**config.mk**
```make
export PLATFORM = sky130hd
export DESIGN_NAME = mac_sequencer
export DESIGN_NICKNAME = d
export VERILOG_FILES = /design/src/rtl/mac_seq_pkg.sv /design/src/rtl/mac_sequencer_vld_delay.sv /design/src/rtl/mac_sequencer.sv
export SDC_FILE = /design/constraint.sdc
export NUM_CORES = 1
export LEC_CHECK = 0
export CORE_MARGIN = 4
export CORE_UTILIZATION = 38
export CTS_BUF_LIST = sky130_fd_sc_hd__clkbuf_16
export DETAILED_ROUTE_END_ITERATION = 12
export PLACE_DENSITY = 0.7
export SYNTH_ARGS = -nofsm -noshare
export SYNTH_HDL_FRONTEND = slang
export SYNTH_SLANG_ARGS = --single-unit
```
**constraint.sdc**
```tcl
create_clock -name clk -period 7.65 [get_ports clk]
set_input_delay 1.9125 -clock clk [delete_from_list [all_inputs] [get_ports clk]]
set_output_delay 1.9125 -clock clk [all_outputs]
set_load 0.02 [all_outputs]
```
**src/rtl/mac_seq_pkg.sv**
```systemverilog
// Shared types and saturation-limit helpers for the MAC sequencer.
package mac_seq_pkg;

    typedef enum logic [1:0] {
        IDLE,
        RUN,
        DRAIN,
        DONE
    } state_e;

    localparam int ACC_W_DEF = 26;

    // Limits for a w-bit signed accumulator; callers truncate to w bits.
    function automatic logic [63:0] sat_max(input int w);
        return (64'd1 << (w - 1)) - 64'd1;
    endfunction

    function automatic logic [63:0] sat_min(input int w);
        return ~sat_max(w);
    endfunction

endpackage

```
**src/rtl/mac_sequencer_vld_delay.sv**
```systemverilog
// vld_delay: DEPTH-deep 1-bit valid shift register with async active-low reset.
// empty_o means no valid sits behind the output stage, so the line is empty after the next edge.
module vld_delay #(
    parameter int DEPTH = 2
) (
    input  logic clk,
    input  logic rst,
    input  logic in_i,
    output logic out_o,
    output logic empty_o
);

    logic [DEPTH-1:0] sh_q;

    always_ff @(posedge clk or negedge rst) begin
        if (!rst) begin
            sh_q <= '0;
        end else begin
            sh_q[0] <= in_i;
            for (int i = 1; i < DEPTH; i++) begin
                sh_q[i] <= sh_q[i-1];
            end
        end
    end

    assign out_o = sh_q[DEPTH-1];

    generate
        if (DEPTH == 1) begin : g_empty_single
            assign empty_o = 1'b1;
        end else begin : g_empty_multi
            assign empty_o = ~|sh_q[DEPTH-2:0];
        end
    endgenerate

endmodule

```
**src/rtl/mac_sequencer.sv**
```systemverilog
// Dot-product pass sequencer: issues operand reads, tracks products, accumulates the result.
// Define MAC_SEQ_SAT_EN to saturate the accumulator and report sticky overflow; otherwise it wraps.
module mac_sequencer
    import mac_seq_pkg::*;
#(
    parameter int LEN_W    = 8,
    parameter int ADDR_W   = 8,
    parameter int PROD_W   = 19,
    parameter int ACC_W    = ACC_W_DEF,
    parameter int PIPE_LAT = 2
) (
    input  logic              clk,
    input  logic              rst,
    input  logic              start,
    input  logic [LEN_W-1:0]  len,
    output logic              busy,
    output logic              rd_en,
    output logic [ADDR_W-1:0] rd_addr,
    input  logic [PROD_W-1:0] prod,
    output logic [ACC_W-1:0]  result,
    output logic              done,
    output logic              ovf
);

    state_e            state_q;
    logic [LEN_W-1:0]  len_q;
    logic [ADDR_W-1:0] rd_addr_q;
    logic [ADDR_W-1:0] last_addr;
    logic              rd_en_q;
    logic              busy_q;
    logic              done_q;
    logic              accept;
    logic              vld_out;
    logic              vld_empty;

    logic [ACC_W-1:0]  acc_q;
    logic [ACC_W-1:0]  acc_d;
    logic [ACC_W-1:0]  prod_ext;
    logic [ACC_W-1:0]  sum;

    assign accept    = start && ((state_q == IDLE) || (state_q == DONE));
    assign last_addr = ADDR_W'(len_q) - ADDR_W'(1);

    vld_delay #(
        .DEPTH(PIPE_LAT)
    ) u_vld_delay (
        .clk    (clk),
        .rst    (rst),
        .in_i   (rd_en_q),
        .out_o  (vld_out),
        .empty_o(vld_empty)
    );

    always_ff @(posedge clk or negedge rst) begin
        if (!rst) begin
            state_q   <= IDLE;
            len_q     <= '0;
            rd_addr_q <= '0;
            rd_en_q   <= 1'b0;
            busy_q    <= 1'b0;
            done_q    <= 1'b0;
        end else begin
            case (state_q)
                IDLE, DONE: begin
                    done_q <= 1'b0;
                    state_q <= IDLE;
                    if (start) begin
                        rd_addr_q <= '0;
                        if (len != '0) begin
                            len_q   <= len;
                            rd_en_q <= 1'b1;
                            busy_q  <= 1'b1;
                            state_q <= RUN;
                        end else begin
                            done_q  <= 1'b1;
                            state_q <= DONE;
                        end
                    end
                end
                RUN: begin
                    if (rd_addr_q == last_addr) begin
                        rd_en_q <= 1'b0;
                        state_q <= DRAIN;
                    end else begin
                        rd_addr_q <= rd_addr_q + ADDR_W'(1);
                    end
                end
                DRAIN: begin
                    // The last product is being added on this edge, so done lines up with a final result.
                    if (vld_empty) begin
                        busy_q  <= 1'b0;
                        done_q  <= 1'b1;
                        state_q <= DONE;
                    end
                end
                default: begin
                    state_q <= IDLE;
                end
            endcase
        end
    end

    assign prod_ext = {{(ACC_W - PROD_W){prod[PROD_W-1]}}, prod};
    assign sum      = acc_q + prod_ext;

`ifdef MAC_SEQ_SAT_EN
    localparam logic [ACC_W-1:0] ACC_MAX = ACC_W'(sat_max(ACC_W));
    localparam logic [ACC_W-1:0] ACC_MIN = ACC_W'(sat_min(ACC_W));

    logic ovf_q;
    logic ovf_d;
    logic add_ovf;

    assign add_ovf = (acc_q[ACC_W-1] == prod_ext[ACC_W-1]) && (sum[ACC_W-1] != acc_q[ACC_W-1]);

    always_comb begin
        acc_d = acc_q;
        ovf_d = ovf_q;
        if (accept) begin
            acc_d = '0;
            ovf_d = 1'b0;
        end else if (vld_out) begin
            if (add_ovf) begin
                acc_d = acc_q[ACC_W-1] ? ACC_MIN : ACC_MAX;
                ovf_d = 1'b1;
            end else begin
                acc_d = sum;
            end
        end
    end

    always_ff @(posedge clk or negedge rst) begin
        if (!rst) begin
            ovf_q <= 1'b0;
        end else begin
            ovf_q <= ovf_d;
        end
    end

    assign ovf = ovf_q;
`else
    always_comb begin
        acc_d = acc_q;
        if (accept) begin
            acc_d = '0;
        end else if (vld_out) begin
            acc_d = sum;
        end
    end

    assign ovf = 1'b0;
`endif

    always_ff @(posedge clk or negedge rst) begin
        if (!rst) begin
            acc_q <= '0;
        end else begin
            acc_q <= acc_d;
        end
    end

    assign busy    = busy_q;
    assign rd_en   = rd_en_q;
    assign rd_addr = rd_addr_q;
    assign done    = done_q;
    assign result  = acc_q;

endmodule
```
# --- Word-level counts from Yosys, hierarchy flattened ---
# Index checks and enable logic that the tools add are counted.
op_classes:
  addsub: 3
  mux: 20
  eq_ne: 9
  reduce_logical: 14
ops:
  columns: ["operator", "count"]
  rows:
  - ["26-bit two-way mux", 2]
  - ["26-bit adder", 1]
  - ["8-bit two-way mux", 2]
  - ["8-bit one-hot mux with 2 select lines", 1]
  - ["2-bit != test, second input constant", 5]
  - ["8-bit by 1-bit adder with 8-bit output, second input constant", 1]
  - ["8-bit == test", 1]
  - ["2-bit two-way mux", 4]
  - ["4-bit AND reduction", 2]
  - ["8-bit nonzero test", 1]
  - ["8-bit by 1-bit subtractor with 8-bit output, second input constant", 1]
  - ["1-bit two-way mux", 7]
  - ["1-bit one-hot mux with 2 select lines", 3]
  - ["2-bit one-hot mux with 3 select lines", 1]
  - ["3-bit AND reduction", 2]
  - ["2-bit nonzero test", 3]
  - ["2-bit == test, second input constant", 2]
  - ["2-bit AND reduction", 2]
  - ["2-bit by 1-bit == test with 1-bit output, second input constant", 1]
  - ["2-bit zero test", 1]
  - ["2-bit OR reduction", 1]
  - ["1-bit logical AND", 1]
  - ["1-bit logical OR", 1]
word_totals:
  reg_bits: 49
  out_inout_bits: 38
  elab_cells: 54

# --- Depth between registers and ports, before layout ---
# Gate-level depths: netlist of run 1.
logic_depth:
  ltp_word: 4
  mapped_depth: 9

# --- Modules after synthesis ---
# A second synthesis of run 1 with hierarchy kept.
unflattened:
  cells_unflattened: 441
  area_unflattened_um2: 3832.4
modules_own_cells:
  columns: ["module", "seq_area_each_um2", "instances", "cells_per_inst", "area_each_um2"]
  rows:
  - ["mac_sequencer", 1176.1, 1, 438, 3778.6]
  - ["vld_delay", 50.0, 1, 3, 53.8]

# --- Worst setup path before layout of run 1 ---
# No wires, ideal clock.
synth_timing:
  path_type: "in2reg"
  from: "in prod[0]"
  to: "reg acc_q[18] (netlist: result[18])"
  slack_ns: 3.785
  t_arrival_ns: 3.731
  setup_time_ns: 0.135
  path_buffers: 0
  stages: 9
  cell_sequence: "ha_1 fa_1 a21oi_1 nand4b_1 and2_1 o211ai_1 a311o_1 xnor2_1 o22ai_1"
synth_via:
  elab_chain_len: 3
synth_lines:
  columns: ["element", "line", "rtl"]
  rows:
  - ["from (decl)", "mac_sequencer.sv:19", "input logic [PROD_W-1:0] prod,"]
  - ["26-bit adder", "mac_sequencer.sv:104", "assign sum = acc_q + prod_ext;"]
  - ["26-bit two-way mux", "mac_sequencer.sv:146", "end else if (vld_out) begin"]
  - ["26-bit two-way mux", "mac_sequencer.sv:144", "if (accept) begin"]
  - ["to (signal assigned)", "mac_sequencer.sv:156", "acc_q <= '0;"]
  - ["to (signal assigned)", "mac_sequencer.sv:158", "acc_q <= acc_d;"]
  - ["to (decl)", "mac_sequencer.sv:36", "logic [ACC_W-1:0] acc_q;"]
# Every way passes these cells. The select of a mux whose other input is x is not followed.
# A chain may end at the register's enable or synchronous reset.

# --- Worst setup path after layout of run 1 ---
# Ends and elaborated chain as after synthesis.

==> results of run 1 <==
## logic make-up after synthesis
family	count (synthesis)
adder cells (fa/ha/maj)	30
buffers and inverters	31
other	1
XOR/XNOR	32
AO/OA/AOI/OAI	114
AND/OR/NAND/NOR	122
multiplexers	21
flip-flops	49
## synth_stat cells (4+ instances only)
| master | number |
|---|---|
| and3_1 | 7 |
| xor2_1 | 13 |
| ha_1 | 29 |
| a21oi_1 | 36 |
| o2111ai_1 | 5 |
| nor4_1 | 5 |
| nor3_1 | 11 |
| nand2_1 | 26 |
| dfrtp_1 | 49 |
| xnor2_1 | 19 |
| inv_1 | 17 |
| and2_1 | 4 |
| nand3_1 | 11 |
| nor2_1 | 32 |
| nand2b_1 | 4 |
| o22ai_1 | 6 |
| mux2i_1 | 12 |
| a21o_1 | 11 |
| o21ai_0 | 19 |
| clkbuf_1 | 9 |
| o211ai_1 | 5 |
| mux2_2 | 8 |
| a211oi_1 | 4 |
## state kept, by name, summed over array words and instances, names as in the netlist
name              count
result               26
u_vld_delay.sh_q      2
busy                  1
done                  1
state_q               2
len_q                 8
rd_addr               8
rd_en                 1
## layout make-up
cell class                 instances  area [sq um]  area share
multi-input combinational        320          2290       0.502
sequential                        49          1230       0.269
timing repair buffer              68           671       0.147
tap                              129           161      0.0354
clock buffer                       5           125      0.0274
inverter                          18          67.6      0.0148
clock inverter                     3          21.3     0.00466
## worst max-delay path by stage
stage | from | to | slack (ns) | cells past startpoint
floorplan | prod[0] | result[18]$_DFFE_PN0P_ | 3.78 | 9
global placement | prod[0] | result[18]$_DFFE_PN0P_ | 3.20 | 10
detailed placement | prod[0] | result[18]$_DFFE_PN0P_ | 3.15 | 10
CTS | prod[0] | result[18]$_DFFE_PN0P_ | 3.44 | 10
global route | prod[0] | result[18]$_DFFE_PN0P_ | 3.29 | 10
finish | prod[0] | result[18]$_DFFE_PN0P_ | 3.42 | 10
## critical path: stages
cell	delay, ns
clkdlybuf4s50_1	0.41
ha_1	0.24
fa_1	0.42
a21oi_1	0.21
nand4b_1	0.15
and2_1	0.20
o211ai_1	0.18
a311o_1	0.40
xnor2_1	0.14
o22ai_1	0.09
## where the power goes
part	switching, uW	leakage (uW)	internal (uW)
logic	688	0.00139	577
clock network	99.7	0.0000718	122
registers	109	0.000597	371
## metal layers
layer,wire length [um],global-route usage,part of all wire
met3,340,0.0261,0.038
met5,0,0,0
met4,112,0.0370,0.013
met2,4400,0.279,0.49
met1,4100,0.209,0.46
## per-stage QoR
step	utilization	total power [uW]	hold slack (ns)
CTS	0.492	1980	0.441
global placement	0.476	1710	0.424
floorplan	-	1390	0.389
detailed placement	0.476	1750	0.425
finish	0.492	1970	0.445
global route	0.492	2140	0.468
==> impl_summary.md, run 1 <==
Cells and area
The number of antenna diodes in the final layout is 0. The final net count is 522. The proportion of layout cells with a drive suffix above 1 is 0.0583. Summing all non-filler instances in the final layout gives an area of 0.00456 sq mm. The library cells used most frequently in the layout, excluding fill and tap cells, are 65 x clkdlybuf4s50_1, 49 x dfrtp_1, 36 x a21oi_1. Leaving out fill and tap cells, the most frequent cell in the layout is clkdlybuf4s50_1. The layout filler cell count is 899. Compared with the post-synthesis result, the final layout area differs by 25.2%. The number of standard cells in the layout, taps in and fillers out is 592.

Synthesis
The summed instance area of the synthesized netlist is 0.00364 sq mm. Of the post-synthesis cell area, the part taken by muxes is 0.0618. The leading area contributor after synthesis is dfrtp_1. The compound-gate portion of the synthesized area came to 0.213. The net count of the mapped netlist is 460. After synthesis, the cell types taking the most area are dfrtp_1 34%, ha_1 10%, a21oi_1 4.9%, xnor2_1 4.6%, mux2i_1 3.3%. The dominant register cell in the synthesized netlist is dfrtp_1.

The number of warnings issued by yosys is 0. The share of synthesized area in the top cell type comes to 0.336. After synthesis, the share of flip-flops with an asynchronous set or reset is 1.00.

The count of flip-flops with a built-in enable after synthesis is 0. For this run, the register share of the synthesized area comes to 0.336. The count of cell types in the netlist is 59. Of the total synthesized cell area, the portion taken by AND, OR, NAND and NOR gates is 0.171. By area, the combinational part of the netlist is dominated by compound AO/OA/AOI/OAI gates. Of the total synthesized cell area, the portion taken by full adders, half adders and majority gates is 0.105. Of the total synthesized cell area, the portion taken by XOR and XNOR cells is 0.0769. The mean post-synth cell area is 9.11 sq um. The synthesized instance count is 400. The number of synthesized register bits is 49.

Global routing
Summed over all layers, the global routing overflow is 0. The first global-routing pass estimated 15,100 um of wire. The number of global-route vias before repair is 3,157. For this run, the total global-route usage over all layers was measured as 0.160. The initial antenna violation count is 0. The pin count of the biggest net entering global routing is 50.

Setup path
By startpoint and endpoint, the worst setup path is classified as in -> reg. For flop-to-flop paths, the worst setup slack is 4.84 ns. The critical register-to-register path endpoint is rd_addr[0]$_DFFE_PN0P_. Along the worst path, the maximum fanout reaches 3. The data arrival time of the critical path is 4.36 ns. The startpoint identified for the worst register-to-register timing path is len_q[0]$_DFFE_PN0P_.

The depth of the worst register-to-register path is 6. Data on the critical path is required at its endpoint by 7.78 ns. The worst setup path is launched from an input pin. STA classifies the critical path endpoint as a flip-flop.

STA
Setup violations remaining at the end of the flow were counted as 0. Dividing the final minimum period by the clock period gives 0.553. The count of pins over their slew limit is 0. The worst path setup slack after routing is 3.42 ns.

On the final layout, the worst clock skew is 0.00332 ns. The highest clock frequency the design can meet is 0.236 GHz. The final count of hold timing violations is 0. The routed design could run at a clock period as short as 4.23 ns. The headroom to the max-slew limit is 0.314. Setup repair after global routing left no endpoint under its margin. The transition at the pin with the smallest max-transition slack is 1.03 ns. The final-layout setup total negative slack is 0 ns.

Pwr
For this design the static power due to leakage is 0.00206 uW. The cell area power density is 431 mW/mm^2. The maximum vdd drop is 0.173 mV.

CTS
The number of buffers inserted to repair setup after CTS is 0. TritonCTS built the clock tree. The buffer depth of the longest clock path is 2. TritonCTS created 5 clock buffers. The library cell used as clock root buffer is clkbuf_16. The CTS H-tree depth is 2.

Clock latency on the worst-skew pair, taken at its later pin, is 0.29 ns. Once the clock tree was built, the resizer swapped 0 gates to a different size. Clock-pin slew was measured on the worst setup and hold paths at 0.07 ns.

The number of hold buffers added after CTS was 0. The number of clock sinks is 49.

Worst hold path
The worst min-delay path endpoint is u_vld_delay.sh_q[0]$_DFF_PN0_. The launch instance of the worst min-delay path is rd_en$_DFFE_PN0P_. The min-delay analysis places its worst path in the category reg -> reg. The number of instances on the worst hold path is 0.

Die
After floorplanning, the core was divided into 35 placement rows. The area of the core region is 0.00928 sq mm. The width of the die is 106 um. In this run the count of I/O pins placed on the die edge is 68. The vertical die dimension is 106 um.

The starting density of the core is 0.393. The area of the die is 0.0112 sq mm.

Placed design
During placement, the flow inserted port buffers numbering 66. Detailed placement finished with a half-perimeter wire length of 6710 um. Routability-driven placement finished with a final weighted congestion of 0.882. The worst setup slack before clock tree synthesis is 3.15 ns. The number of instances in the placed design is 584. In this run the cell area measured after placement is 0.00442 sq mm.

Routing
The remaining design rule violation count is 0. Once detail routing completed, the nets flagged for antenna violations numbered 0. The detailed-route wire length is 8950 um. The per-cell routed wire length is 15.1 um.

The detail-routed via count per cell is 5.45. The pre-antenna-repair detailed-routing pass consisted of 4 iterations. The vias after detailed routing is 3,228. For this block, the initial DRC count from the detailed router was 58.

Outcome
The flow ran to the end, and the final reports show no timing, DRC or antenna violations.

Job
Across the run, the number of max-cap violations was 0.
(Power assumes the default switching activity.)
==> run 2: changes to the inputs <==
==> constraint.sdc (replaced) <==
create_clock -name clk -period 3.9 [get_ports clk]
set_input_delay 0.975 -clock clk [delete_from_list [all_inputs] [get_ports clk]]
set_output_delay 0.975 -clock clk [all_outputs]
set_load 0.02 [all_outputs]
==> impl_summary.md, run 2 (synthesized netlist as in run 1, its figures left out) <==
CTS
The CTS H-tree depth was 2 (unchanged). The number of clock sinks is 49 (unchanged). The buffer depth of the longest clock path came to 2 (unchanged).

The TritonCTS buffer count is 5 (unchanged). The source-to-sink clock delay at the later pin of the worst-skew pair is 0.30 ns (was 0.29 ns). The hold buffer count at cts was 0 (unchanged). The CTS tree is done (unchanged).

The clock transition time at the flip-flop clock pins of the worst setup and hold paths was 0.07 ns (about the same). The library cell used as clock root buffer was clkbuf_16 (unchanged). The number of buffers inserted to repair setup after CTS is 0 (unchanged). The number of gates given a new drive strength after cts was 0 (unchanged).

STA
The setup clock skew after layout was 0.0112 ns (was 0.00332 ns). The final count of hold timing violations is 0 (unchanged). The count of pins over their slew limit is 0 (unchanged). The headroom to the max-slew limit is 0.542 (was 0.314).

Unrepaired setup endpoints after global routing: false (unchanged). The final-layout setup total negative slack is 0 ns (unchanged). The final critical-path required period is 3.25 ns. The transition at the pin with the smallest max-transition slack was 0.688 ns (was 1.03 ns). The post-route clock period utilization is 0.833. The final-report setup violation count was 0 (unchanged). Timing would allow up to 0.308 GHz.

Setup path
The element type at the critical path end is a flip-flop (unchanged). The setup slack on the worst flop-to-flop path is 1.12 ns (was 4.84 ns). The beginning of the worst register-to-register path was len_q[0]$_DFFE_PN0P_ (unchanged). The critical path required time is 4.08 ns (was 7.78 ns). The data arrival time of the critical path was 3.43 ns (was 4.36 ns).

The kind of start point of the critical path is an input pin (unchanged). The critical register-to-register path endpoint is rd_addr[0]$_DFFE_PN0P_ (unchanged). The critical path class is in -> reg (unchanged). The biggest fanout along the worst timing path is 4 (was 3).

The depth of the worst register-to-register path is 6 (unchanged).

Cells and area
The layout filler cell count is 898 (was 899). The flip-flop count of the largest register after layout is 26 (unchanged). The leading cell type in the layout, fill and taps excluded is clkdlybuf4s50_1 (unchanged).

The count of antenna diodes in the layout is 0 (unchanged). The area growth from synthesis to layout is 26.0% (was 25.2%). The final net count is 523 (was 522). Highest-count cells in the layout ignoring fill and taps: 65 x clkdlybuf4s50_1, 49 x dfrtp_1, 36 x a21oi_1 (unchanged). The proportion of layout cells with a drive suffix above 1 came to 0.0625 (was 0.0583).

Global routing
The final global-route overflow total is 0 (unchanged). The wire length of the first global-routing pass is 14,800 um (was 15,100 um). The pin count of the biggest net entering global routing is 29 (was 50).

The initial antenna violation count was 0 (unchanged). The global-route usage over all layers came to 0.159 (was 0.160). The number of global-route vias before repair is 3,027 (was 3,157).

Die
The area of the core region is 0.00928 sq mm (unchanged). The area of the die is 0.0112 sq mm (unchanged). The width of the die is 106 um (unchanged). The number of cell rows came to 35 (unchanged).

The number of top-level design ports is 68 (unchanged). The vertical die dimension is 106 um (unchanged). The starting density of the core is 0.393 (unchanged).

Routing
The detailed router's first-iteration violation count was 95 (was 58). The final antenna-violating net count came to 0 (unchanged). The detailed-route wire length is 8820 um (was 8950 um). The per-cell routed wire length is 14.9 um (was 15.1 um). The vias after detailed routing came to 3,212 (was 3,228). The first-pass detailed-route iteration total is 4 (unchanged). The detail-routed via count per cell came to 5.42 (was 5.45). The remaining design rule violation count came to 0 (unchanged).

Worst hold path
The launch instance of the worst min-delay path is rd_en$_DFFE_PN0P_ (unchanged). The worst min-delay path endpoint is u_vld_delay.sh_q[0]$_DFF_PN0_ (unchanged). The path class of the lowest-slack min-delay path is reg -> reg (unchanged). The number of instances on the worst hold path was 0 (unchanged).

Job
The reported max-cap violation count came to 0 (unchanged).

Outcome
Outcome: complete, no violations (unchanged).

Pwr
The standby leakage power is 0.00208 uW (was 0.00206 uW). The cell area power density came to 854 mW/mm^2 (was 431 mW/mm^2). The final total power came to 3920 uW (was 1970 uW).

The maximum vdd drop came to 0.352 mV (was 0.173 mV).

Placed design
The weighted congestion at the end of routability-driven global placement is 0.868 (was 0.882). The placed wire-length estimate after detailed placement came to 6670 um (was 6710 um). The number of I/O port buffers is 66 (unchanged).
## run 2: per-layer routing
metal / up-vias / track usage / share of wire
met4: 0 / 0.0361 / 0.0096
li1: 1593 / - / -
met2: 66 / 0.275 / 0.49
met1: 1544 / 0.208 / 0.46
met5: - / 0 / 0
met3: 9 / 0.0273 / 0.044
## run 2: stage by stage
stage	util	instance area [sq um]	instances	hold WS (ns)	setup WS, ns
2_1_floorplan	-	3640	400	0.389	0.972
6_report	0.495	4590	593	0.439	0.653
3_3_place_gp	0.477	4420	585	0.425	0.402
4_1_cts	0.495	4590	593	0.437	0.660
3_5_place_dp	0.477	4420	585	0.427	0.364
5_1_grt	0.495	4590	593	0.470	0.476
## run 2: worst max-delay path by stage
stage,from,to,slack (ns),cells after the start
global placement,prod[0],result[18]$_DFFE_PN0P_,0.40,10
floorplan,prod[0],result[18]$_DFFE_PN0P_,0.97,9
global route,prod[0],result[22]$_DFFE_PN0P_,0.48,10
CTS,prod[0],result[18]$_DFFE_PN0P_,0.66,10
detailed placement,prod[0],result[18]$_DFFE_PN0P_,0.36,10
finish,prod[0],result[22]$_DFFE_PN0P_,0.65,10
## run 2: worst max-delay path, stage by stage
cell             delay [ns]
clkdlybuf4s50_1        0.40
ha_1                   0.24
fa_1                   0.42
a21oi_1                0.20
nand4b_1               0.15
and2_1                 0.20
o2111ai_1              0.24
a41oi_1                0.32
mux2i_1                0.22
nor2_1                 0.06
## run 2: cell type report
type                            instances  area (sq um)  area share
Sequential cell                        49          1230       0.267
Tap cell                              129           161      0.0351
Timing Repair Buffer                   69           678       0.148
Clock buffer                            5           125      0.0272
Clock inverter                          3          43.8     0.00953
Inverter                               18          67.6      0.0147
Multi-Input combinational cell        320          2290       0.499
## run 2: report_power, final
group          internal [uW]  switching [uW]
Clock                    304             198
Combinational           1140            1340
Sequential               727             213
Total                   2170            1750
